**src/rtl/alu_mc.sv**
```systemverilog
// Multi-cycle execute-stage ALU: single-cycle logic/arith/shift/compare ops plus
// iterative shift-add multiply and restoring divide behind a Start/Busy/Done handshake.
module alu_mc #(
    parameter int WIDTH = 32,
    parameter int SHW   = $clog2(WIDTH)
) (
    input  logic             clk,
    input  logic             reset,
    input  logic             Start,
    input  logic [3:0]       ALUControl,
    input  logic [WIDTH-1:0] SrcA,
    input  logic [WIDTH-1:0] SrcB,
    output logic [WIDTH-1:0] Result,
    output logic [WIDTH-1:0] ResultHi,
    output logic             Zero,
    output logic             Busy,
    output logic             Done
);
    localparam int CW = $clog2(WIDTH + 1);

    typedef enum logic [1:0] {IDLE, RUN, DONE} state_t;

    state_t           state_q, state_d;
    logic [WIDTH-1:0] result_q, result_d;
    logic [WIDTH-1:0] result_hi_q, result_hi_d;
    logic             zero_q, zero_d;
    logic [WIDTH-1:0] acc_hi_q, acc_hi_d;
    logic [WIDTH-1:0] acc_lo_q, acc_lo_d;
    logic [WIDTH-1:0] opnd_q, opnd_d;
    logic             is_div_q, is_div_d;
    logic [CW-1:0]    cnt_q, cnt_d;

    logic [WIDTH-1:0] alu_y;
    logic [SHW-1:0]   sh;
    logic [WIDTH:0]   mul_sum;
    logic [WIDTH:0]   rem_sh;
    logic [WIDTH:0]   trial;
    logic [WIDTH-1:0] step_hi, step_lo;

    assign sh = SrcA[SHW-1:0];

    always_comb begin
        alu_y = '0;
        case (ALUControl)
            4'd0:  alu_y = SrcA & SrcB;
            4'd1:  alu_y = SrcA | SrcB;
            4'd2:  alu_y = SrcA + SrcB;
            4'd3:  alu_y = SrcA - SrcB;
            4'd4:  alu_y = SrcB << sh;
            4'd5:  alu_y = SrcB >> sh;
            4'd6:  alu_y = {{(WIDTH-1){1'b0}}, (SrcA < SrcB)};
            4'd7:  alu_y = SrcB << (WIDTH / 2);
            4'd8:  alu_y = $unsigned($signed(SrcB) >>> sh);
            4'd9:  alu_y = {{(WIDTH-1){1'b0}}, ($signed(SrcA) < $signed(SrcB))};
            4'd10: alu_y = SrcA ^ SrcB;
            4'd11: alu_y = ~(SrcA | SrcB);
            default: alu_y = '0;
        endcase
    end

    // Multiply keeps {hi, lo} as the product with the multiplier shifting out of lo;
    // divide keeps the partial remainder in hi and shifts the dividend/quotient through lo.
    always_comb begin
        mul_sum = {1'b0, acc_hi_q} + (acc_lo_q[0] ? {1'b0, opnd_q} : '0);
        rem_sh  = {acc_hi_q, acc_lo_q[WIDTH-1]};
        trial   = rem_sh - {1'b0, opnd_q};
        if (is_div_q) begin
            if (!trial[WIDTH]) begin
                step_hi = trial[WIDTH-1:0];
                step_lo = {acc_lo_q[WIDTH-2:0], 1'b1};
            end else begin
                step_hi = rem_sh[WIDTH-1:0];
                step_lo = {acc_lo_q[WIDTH-2:0], 1'b0};
            end
        end else begin
            step_hi = mul_sum[WIDTH:1];
            step_lo = {mul_sum[0], acc_lo_q[WIDTH-1:1]};
        end
    end

    always_comb begin
        state_d     = state_q;
        result_d    = result_q;
        result_hi_d = result_hi_q;
        zero_d      = zero_q;
        acc_hi_d    = acc_hi_q;
        acc_lo_d    = acc_lo_q;
        opnd_d      = opnd_q;
        is_div_d    = is_div_q;
        cnt_d       = cnt_q;
        case (state_q)
            RUN: begin
                acc_hi_d = step_hi;
                acc_lo_d = step_lo;
                cnt_d    = cnt_q - CW'(1);
                if (cnt_q == CW'(1)) begin
                    result_d    = step_lo;
                    result_hi_d = step_hi;
                    zero_d      = (step_lo == '0);
                    state_d     = DONE;
                end
            end
            default: begin
                state_d = IDLE;
                if (Start) begin
                    if (ALUControl == 4'd12 || ALUControl == 4'd13) begin
                        is_div_d = (ALUControl == 4'd13);
                        opnd_d   = (ALUControl == 4'd13) ? SrcB : SrcA;
                        acc_lo_d = (ALUControl == 4'd13) ? SrcA : SrcB;
                        acc_hi_d = '0;
                        cnt_d    = CW'(WIDTH);
                        state_d  = RUN;
                    end else begin
                        result_d    = alu_y;
                        result_hi_d = '0;
                        zero_d      = (alu_y == '0);
                        state_d     = DONE;
                    end
                end
            end
        endcase
    end

    always_ff @(posedge clk or posedge reset) begin
        if (reset) begin
            state_q     <= IDLE;
            result_q    <= '0;
            result_hi_q <= '0;
            zero_q      <= 1'b1;
            acc_hi_q    <= '0;
            acc_lo_q    <= '0;
            opnd_q      <= '0;
            is_div_q    <= 1'b0;
            cnt_q       <= '0;
        end else begin
            state_q     <= state_d;
            result_q    <= result_d;
            result_hi_q <= result_hi_d;
            zero_q      <= zero_d;
            acc_hi_q    <= acc_hi_d;
            acc_lo_q    <= acc_lo_d;
            opnd_q      <= opnd_d;
            is_div_q    <= is_div_d;
            cnt_q       <= cnt_d;
        end
    end

    assign Result   = result_q;
    assign ResultHi = result_hi_q;
    assign Zero     = zero_q;
    assign Busy     = (state_q == RUN);
    assign Done     = (state_q == DONE);
endmodule

```
**config.mk**
```make
export PLATFORM = sky130hd
export DESIGN_NAME = alu_mc
export DESIGN_NICKNAME = d
export VERILOG_FILES = /design/src/rtl/alu_mc.sv
export SDC_FILE = /design/constraint.sdc
export NUM_CORES = 1
export LEC_CHECK = 0
export ABC_AREA = 1
export CELL_PAD_IN_SITES_DETAIL_PLACEMENT = 1
export CELL_PAD_IN_SITES_GLOBAL_PLACEMENT = 2
export CORE_ASPECT_RATIO = 1.75
export CORE_MARGIN = 4
export CORE_UTILIZATION = 35
export DETAILED_ROUTE_END_ITERATION = 8
export GPL_TIMING_DRIVEN = 0
export HOLD_SLACK_MARGIN = 0.08
export PLACE_DENSITY = 0.95
export SLEW_MARGIN = 15
export SYNTH_ARGS = -nofsm -noshare
export SYNTH_HDL_FRONTEND = slang
export SYNTH_SLANG_ARGS = --single-unit
export TNS_END_PERCENT = 1
```
**constraint.sdc**
```tcl
create_clock -name clk -period 10.51 [get_ports clk]
set_clock_uncertainty 0.2 [all_clocks]
set_input_delay 2.102 -clock clk [delete_from_list [all_inputs] [get_ports clk]]
set_output_delay 2.102 -clock clk [all_outputs]
set_load 0.02 [all_outputs]
```
==> flow_metrics.env, run 1 <==
export IMPL_status="finished, final reports clean"
export IMPL_drc=0
export IMPL_synth_seq_cells=170
export IMPL_ios=138
export IMPL_clock_path_buffers=2
export IMPL_p_leak_nw=13.0
export IMPL_yosys_area_share_adder_pct=9.54
export IMPL_stdcell_area_sq_um=25500
export IMPL_seq_area_frac_synth_pct=18.9
export IMPL_dr_wl_met3_mm=9.60
export IMPL_root_buffer="clkbuf_16"
export IMPL_tightest_slew_ns=1.36
export IMPL_synthMuxAreaShare_pct=0.178
export IMPL_cts_tree="yes"
export IMPL_yosys_warnings=0
export IMPL_nNetsFinal=4296
export IMPL_setup_viol=0
export IMPL_hold_violations=0
export IMPL_setup_tns_ns=0
export IMPL_setup_worst_path_end_class="register"
export IMPL_grt_max_degree=64
export IMPL_synth_top_family_by_area="simple AND/OR/NAND/NOR gates"
export IMPL_multiInputGateArea_sq_um=15700
export IMPL_hpwlAfterDp_mm=131
export IMPL_grt_ovfl_total=0
export IMPL_die_h_um=343
export IMPL_cp_required_ns=10.75
export IMPL_hold_ws_ns=0.288
export IMPL_via_per_inst=6.05
export IMPL_cts_clk_slew_worst_paths_ns=0.08
export IMPL_synth_simple_gate_area_share_pct=41.0
export IMPL_drt_iter0_drc=2061
export IMPL_syn_to_final_growth_pct=13.6
export IMPL_yosys_cell_types_count=58
export IMPL_seqCellArea_sq_um=4260
export IMPL_maxCapViolCount=0
export IMPL_worstSkewPairLatency_ns=0.50
export IMPL_first_pass_iters=5
export IMPL_ant_nets=0
export IMPL_maxSlewHeadroom_pct=8.59
export IMPL_synth_xor_area_share_pct=1.44
export IMPL_synth_cells=3899
export IMPL_crit_type="in -> reg"
export IMPL_grt_antenna_before_repair=12
export IMPL_wl_mm=157
export IMPL_cts_max_level=4
export IMPL_rows=122
export IMPL_yosys_most_used_dff="dfrtp_1"
export IMPL_fmax_ghz=0.133
export IMPL_netlist_area_sq_um=22500
export IMPL_fillers=8834
export IMPL_grt_pass1_vias=30999
export IMPL_synth_edf_count=0
export IMPL_syn_nets=4139
export IMPL_track_usage_pct=45.0
export IMPL_final_common_cell="nand2_1"
export IMPL_final_cell_mix="nand2_1 (1179), nand3_1 (518), inv_1 (442)"
export IMPL_crit_fanout=10
export IMPL_cts_sinks=170
export IMPL_holdBufCountCts=0
export IMPL_placedInstanceArea_sq_um=24900
export IMPL_die_area_sq_um=68500
export IMPL_die_w_um=200
export IMPL_post_cts_buffers=0
export IMPL_grt_setup_unrepaired="no"
export IMPL_highest_layer="met5"
export IMPL_wl_met2_mm=73.9
export IMPL_slew_violations=0
export IMPL_core_area_sq_um=63500
export IMPL_placement_io_buffers=136
export IMPL_period_minus_slack_ns=7.54
export IMPL_cts_resized_gates=0
export IMPL_power_density_nw_per_um2=185
export IMPL_grt_pass1_wl_mm=219
export IMPL_ys_async_sr_fraction_pct=100
export IMPL_layout_worst_path_cycle_share_pct=71.7
export IMPL_routed_via_count=29578
export IMPL_start_util_pct=35.4
export IMPL_wl_per_cell_um=32.2
export IMPL_min_path_type="reg -> reg"
export IMPL_crit_path_start_kind="input port"
export IMPL_drive_above_1_share_pct=4.37
export IMPL_synth_area_per_cell_sq_um=5.77
export IMPL_synth_compound_area_share_pct=17.7
export IMPL_peakVddDrop_mv=0.147
export IMPL_critPathArrivalTime_ns=7.77
export IMPL_met1Wirelength_mm=49.4
export IMPL_gp_congestion=1.14
export IMPL_cts_buffers=17
==> power by group <==
group,internal [mW],total (mW),switching (mW),leakage [nW]
clock,0.317,0.665,0.348,0.278
sequential,0.843,1.02,0.179,2.14
combinational,0.918,3.03,2.12,10.5
total,2.08,4.72,2.64,12.9
==> sequential cells by signal (all words and copies together), names as in the netlist <==
name	count
state_q	2
acc_lo_q	32
is_div_q	1
Result	32
cnt_q	6
ResultHi	32
opnd_q	32
acc_hi_q	32
Zero	1
==> cell type report <==
type | count | share of cell area, %
Antenna cell | 14 | 0.137
Timing Repair Buffer | 138 | 5.55
Inverter | 459 | 6.79
Multi-Input combinational cell | 3101 | 61.5
Clock inverter | 14 | 0.588
Buffer | 169 | 3.15
Sequential cell | 170 | 16.7
Clock buffer | 18 | 1.68
Tap cell | 806 | 3.95
==> layer usage <==
layer,up-vias,global-route usage [%]
met4,2,52.7
li1,13150,-
met1,14282,41.0
met3,771,9.68
met5,-,0
met2,1373,75.5
==> worst max-delay path, cell delays in order <==
cell	delay, ns
clkdlybuf4s50_1	0.73
clkinv_1	0.24
buf_2	0.35
buf_1	0.83
ha_1	0.46
inv_1	0.18
nand2_1	0.07
nand2_1	0.06
nand2_1	0.07
nand3_1	0.22
nand2_1	0.11
nand2_1	0.17
nand2_1	0.07
nand3_1	0.07
nand3_1	0.57
a21oi_1	0.65
nand3_1	0.22
nor2_1	0.15
nand2_1	0.09
nor2_1	0.10
nand2_1	0.11
a21oi_2	0.14
==> cells in the mapped netlist, types with 17 or more instances <==
master / number / area share (%)
o211ai_1: 39 / 1.3
a21oi_1: 218 / 4.9
buf_1: 21 / 0.35
clkbuf_1: 72 / 1.2
nor3_1: 35 / 0.78
dfrtp_1: 169 / 19
o22ai_1: 17 / 0.47
nand3_1: 518 / 12
o21ai_0: 280 / 6.2
o221ai_1: 19 / 0.74
nor2_1: 370 / 6.2
a31oi_1: 34 / 0.95
inv_1: 443 / 7.4
nand2_1: 1179 / 20
ha_1: 165 / 9.2
buf_2: 57 / 1.3
xor2_1: 29 / 1.1
nand4_1: 42 / 1.2
==> per-stage QoR <==
step / utilization [%] / worst slack, ns / instances / total power [mW]
3_5_place_dp: 39.2 / 2.85 / 4843 / 3.97
3_3_place_gp: 39.1 / 0.831 / 4841 / 3.90
6_report: 40.2 / 2.97 / 4889 / 4.72
4_1_cts: 40.2 / 3.36 / 4875 / 4.64
5_1_grt: 40.2 / 3.04 / 4876 / 5.00
2_1_floorplan: - / 3.61 / 3899 / 2.83
==> cell families after synthesis <==
kind of cell	Yosys count
xor+xnor	37
simple gates	2199
flops	170
fa+ha+maj	169
mux	4
buf+inv	628
compound gates	692
==> path summary, 6_finish.rpt <==
| path | from | endpoint | slack [ns] | cells past startpoint |
|---|---|---|---|---|
| max reg2reg | acc_lo_q[0] | ResultHi[16] | 5.51 | 17 |
| max in group asynchronous | reset | acc_hi_q[7] | 7.25 | 4 |
| min | ResultHi[14] | ResultHi[14] | 0.29 | 2 |
| min in group asynchronous | reset | Result[9] | 1.81 | 2 |
| max | SrcA[2] | Zero | 2.97 | 22 |
| min reg2reg | ResultHi[14] | ResultHi[14] | 0.29 | 2 |
No activity file was read; power rests on OpenSTA's default activity.
==> inputs of run 2 (changes only) <==
--- a/config.mk
+++ b/config.mk
@@ -10,11 +10,11 @@
 export CELL_PAD_IN_SITES_GLOBAL_PLACEMENT = 2
 export CORE_ASPECT_RATIO = 1.75
 export CORE_MARGIN = 4
-export CORE_UTILIZATION = 35
+export CORE_UTILIZATION = 33
 export DETAILED_ROUTE_END_ITERATION = 8
 export GPL_TIMING_DRIVEN = 0
 export HOLD_SLACK_MARGIN = 0.08
-export PLACE_DENSITY = 0.95
+export PLACE_DENSITY = 0.9
 export SLEW_MARGIN = 15
 export SYNTH_ARGS = -nofsm -noshare
 export SYNTH_HDL_FRONTEND = slang
==> constraint.sdc (replaced) <==
create_clock -name clk -period 7.85 [get_ports clk]
set_clock_uncertainty 0.2 [all_clocks]
set_input_delay 1.57 -clock clk [delete_from_list [all_inputs] [get_ports clk]]
set_output_delay 1.57 -clock clk [all_outputs]
set_load 0.02 [all_outputs]
==> run 2 against run 1 <==
  * Count of clock-buffer cells in the layout did not move
  * Wire length rose by 3.1%
  * First-iteration DRC count fell by 3.4%
  * Non-clock buffer count rose by 1
  * Worst setup slack got worse by 2.5 ns
  * Via count fell by 0.19%
  * Power rose by 35%
  * Clock power rose by 39%
  * Register-to-register slack got worse by 3.0 ns
==> flow_metrics.env, run 2 (same netlist as run 1, synthesis figures left out) <==
export IMPL_die_area_sq_um=72500
export IMPL_p_seq_share_pct=21.3
export IMPL_holdBufCountCts=0
export IMPL_die_h_um=353
export IMPL_min_from="ResultHi[4]"
export IMPL_slew_violations=0
export IMPL_wl_per_cell_um=32.5
export IMPL_die_w_um=205
export IMPL_fillers=9356
export IMPL_nNetsFinal=4297
export IMPL_layout_worst_path_cycle_share_pct=93.3
export IMPL_tightest_slew_ns=1.36
export IMPL_cts_clk_slew_worst_paths_ns=0.08
export IMPL_r2r_start="acc_lo_q[0]"
export IMPL_worstSkewPairLatency_ns=0.50
export IMPL_p_leak_nw=13.0
export IMPL_grt_max_degree=81
export IMPL_startpoint="SrcA[2]"
export IMPL_power_density_nw_per_um2=249
export IMPL_grt_antenna_before_repair=13
export IMPL_maxCapViolCount=0
export IMPL_power_frac_comb_pct=64.2
export IMPL_setup_viol=0
export IMPL_fmax_ghz=0.136
export IMPL_track_usage_pct=43.7
export IMPL_via_per_inst=5.93
export IMPL_switching_share_pct=56.2
export IMPL_drt_iter0_drc=1991
export IMPL_slowest_stage="buf_1"
export IMPL_crit_path_start_kind="input port"
export IMPL_final_common_cell="nand2_1"
export IMPL_drive_above_1_share_pct=4.40
export IMPL_fin_total_pwr_mw=6.39
export IMPL_start_util_pct=33.3
export IMPL_wl_mm=162
export IMPL_crit_fanout=10
export IMPL_grt_ovfl_total=0
export IMPL_grt_pass1_wl_mm=225
export IMPL_maxSlewHeadroom_pct=8.83
export IMPL_critPathArrivalTime_ns=7.56
export IMPL_min_path_type="reg -> reg"
export IMPL_slowest_delay_ns=0.89
export IMPL_hpwlAfterDp_mm=136
export IMPL_stdcell_count=4981
export IMPL_ant_nets=0
export IMPL_cts_buffers=17
export IMPL_syn_to_final_growth_pct=14.2
export IMPL_path_cells="clkdlybuf4s50_1 -> clkinv_1 -> buf_2 -> buf_1 -> ha_1 -> inv_1 -> nand2_1 -> nand2_1 -> nand3_1 -> nand2_1 -> nand2_1 -> nand3_1 -> nand2_1 -> nor2_1 -> nand3_1 -> nor2_1 -> nand3_1 -> nor2_1 -> nand2_1 -> nor2_1 -> nand2_1 -> a21oi_2"
export IMPL_crit_type="in -> reg"
export IMPL_clock_path_buffers=2
export IMPL_final_cell_mix="nand2_1 (1179), nand3_1 (518), inv_1 (442)"
export IMPL_power_switching_mw=3.59
export IMPL_drc=0
export IMPL_gp_congestion=1.12
export IMPL_cts_max_level=4
export IMPL_ios=138
export IMPL_root_buffer="clkbuf_16"
export IMPL_cp_required_ns=8.09
export IMPL_core_area_sq_um=67500
export IMPL_crit_buf_inv=5
export IMPL_grt_pass1_vias=30883
export IMPL_peakVddDrop_mv=0.134
export IMPL_first_pass_iters=7
export IMPL_routed_via_count=29521
export IMPL_place_inst=4934
export IMPL_setup_worst_path_end_class="register"
export IMPL_post_cts_buffers=0
export IMPL_p_int_mw=2.80
export IMPL_crit_top_cell="nand2_1"
export IMPL_clock_power_share_pct=14.4
export IMPL_placement_io_buffers=136
export IMPL_cts_sinks=170
export IMPL_hold_violations=0
export IMPL_grt_setup_unrepaired="no"
export IMPL_period_minus_slack_ns=7.33
export IMPL_cts_tree="yes"
export IMPL_crit_family="buffers and inverters"
export IMPL_status="finished, final reports clean"
export IMPL_rows=126
export IMPL_cts_resized_gates=0
[run 2: changes by cell type in the layout (fill, tap and decap cells not counted), moves of 2 or more]
cell,before,now
clkinvlp_4,2,0
clkinv_4,3,1
inv_6,1,4
clkinv_8,2,4
[run 2: power by group through the flow]
stage | clock [mW] | sequential (mW) | combinational, mW
after global routing | 0.951 | 1.39 | 4.41
after CTS | 0.919 | 1.36 | 4.00
final | 0.923 | 1.36 | 4.11
after global placement | 0 | 1.36 | 3.91
after floorplan | 0 | 1.37 | 2.43
after detailed placement | 0 | 1.37 | 3.98
[run 2: layout make-up]
type,count,area (sq um),share of cell area [%]
Clock buffer,18,439,1.71
Inverter,459,1730,6.75
Buffer,169,805,3.13
Timing Repair Buffer,139,1420,5.55
Clock inverter,14,165,0.643
Tap cell,896,1120,4.37
Sequential cell,170,4260,16.6
Multi-Input combinational cell,3101,15700,61.1
Antenna cell,15,37.5,0.146
[run 2: path summary, 6_finish.rpt]
path	to	slack (ns)	cells after the start
max	Zero	0.52	22
min	ResultHi[4]	0.28	2
max reg2reg	ResultHi[16]	2.52	18
min reg2reg	ResultHi[4]	0.28	2
max in group asynchronous	opnd_q[3]	5.12	4
min in group asynchronous	Result[31]	1.23	2
[run 2: worst min-delay path, delay by kind of cell (launching register included)]
kind | cells | cell delay [ns]
flip-flops | 1 | 0.35
AND/OR/NAND/NOR | 2 | 0.11
[run 2: metrics by stage]
| step | TNS, ns | area (sq um) | worst slack (ns) | hold WS [ns] | utilization [%] |
|---|---|---|---|---|---|
| global route | 0 | 25600 | 0.680 | 0.296 | 38.0 |
| global placement | -220.60 | 25000 | -1.35 | 0.263 | 37.0 |
| finish | 0 | 25700 | 0.522 | 0.283 | 38.1 |
| detailed placement | 0 | 25000 | 0.582 | 0.267 | 37.1 |
| floorplan | 0 | 22500 | 1.48 | 0.275 | - |
| CTS | 0 | 25600 | 1.10 | 0.285 | 38.0 |
[run 2: per-layer routing]
metal	vias up	GRT usage (%)	part of all wire, %
li1	13155	-	-
met2	1349	73.7	47
met4	2	50.6	15
met5	-	0.0687	0.0080
met3	765	8.99	5.9
met1	14250	40.1	32
==> inputs of run 3 (changes only) <==
--- a/config.mk
+++ b/config.mk
@@ -15,6 +15,7 @@
 export GPL_TIMING_DRIVEN = 0
 export HOLD_SLACK_MARGIN = 0.08
 export PLACE_DENSITY = 0.9
+export SETUP_SLACK_MARGIN = 0.05
 export SLEW_MARGIN = 15
 export SYNTH_ARGS = -nofsm -noshare
 export SYNTH_HDL_FRONTEND = slang
==> results of run 3 <==
Same layout as run 2: the final DEF is identical, and so are final timing and power.
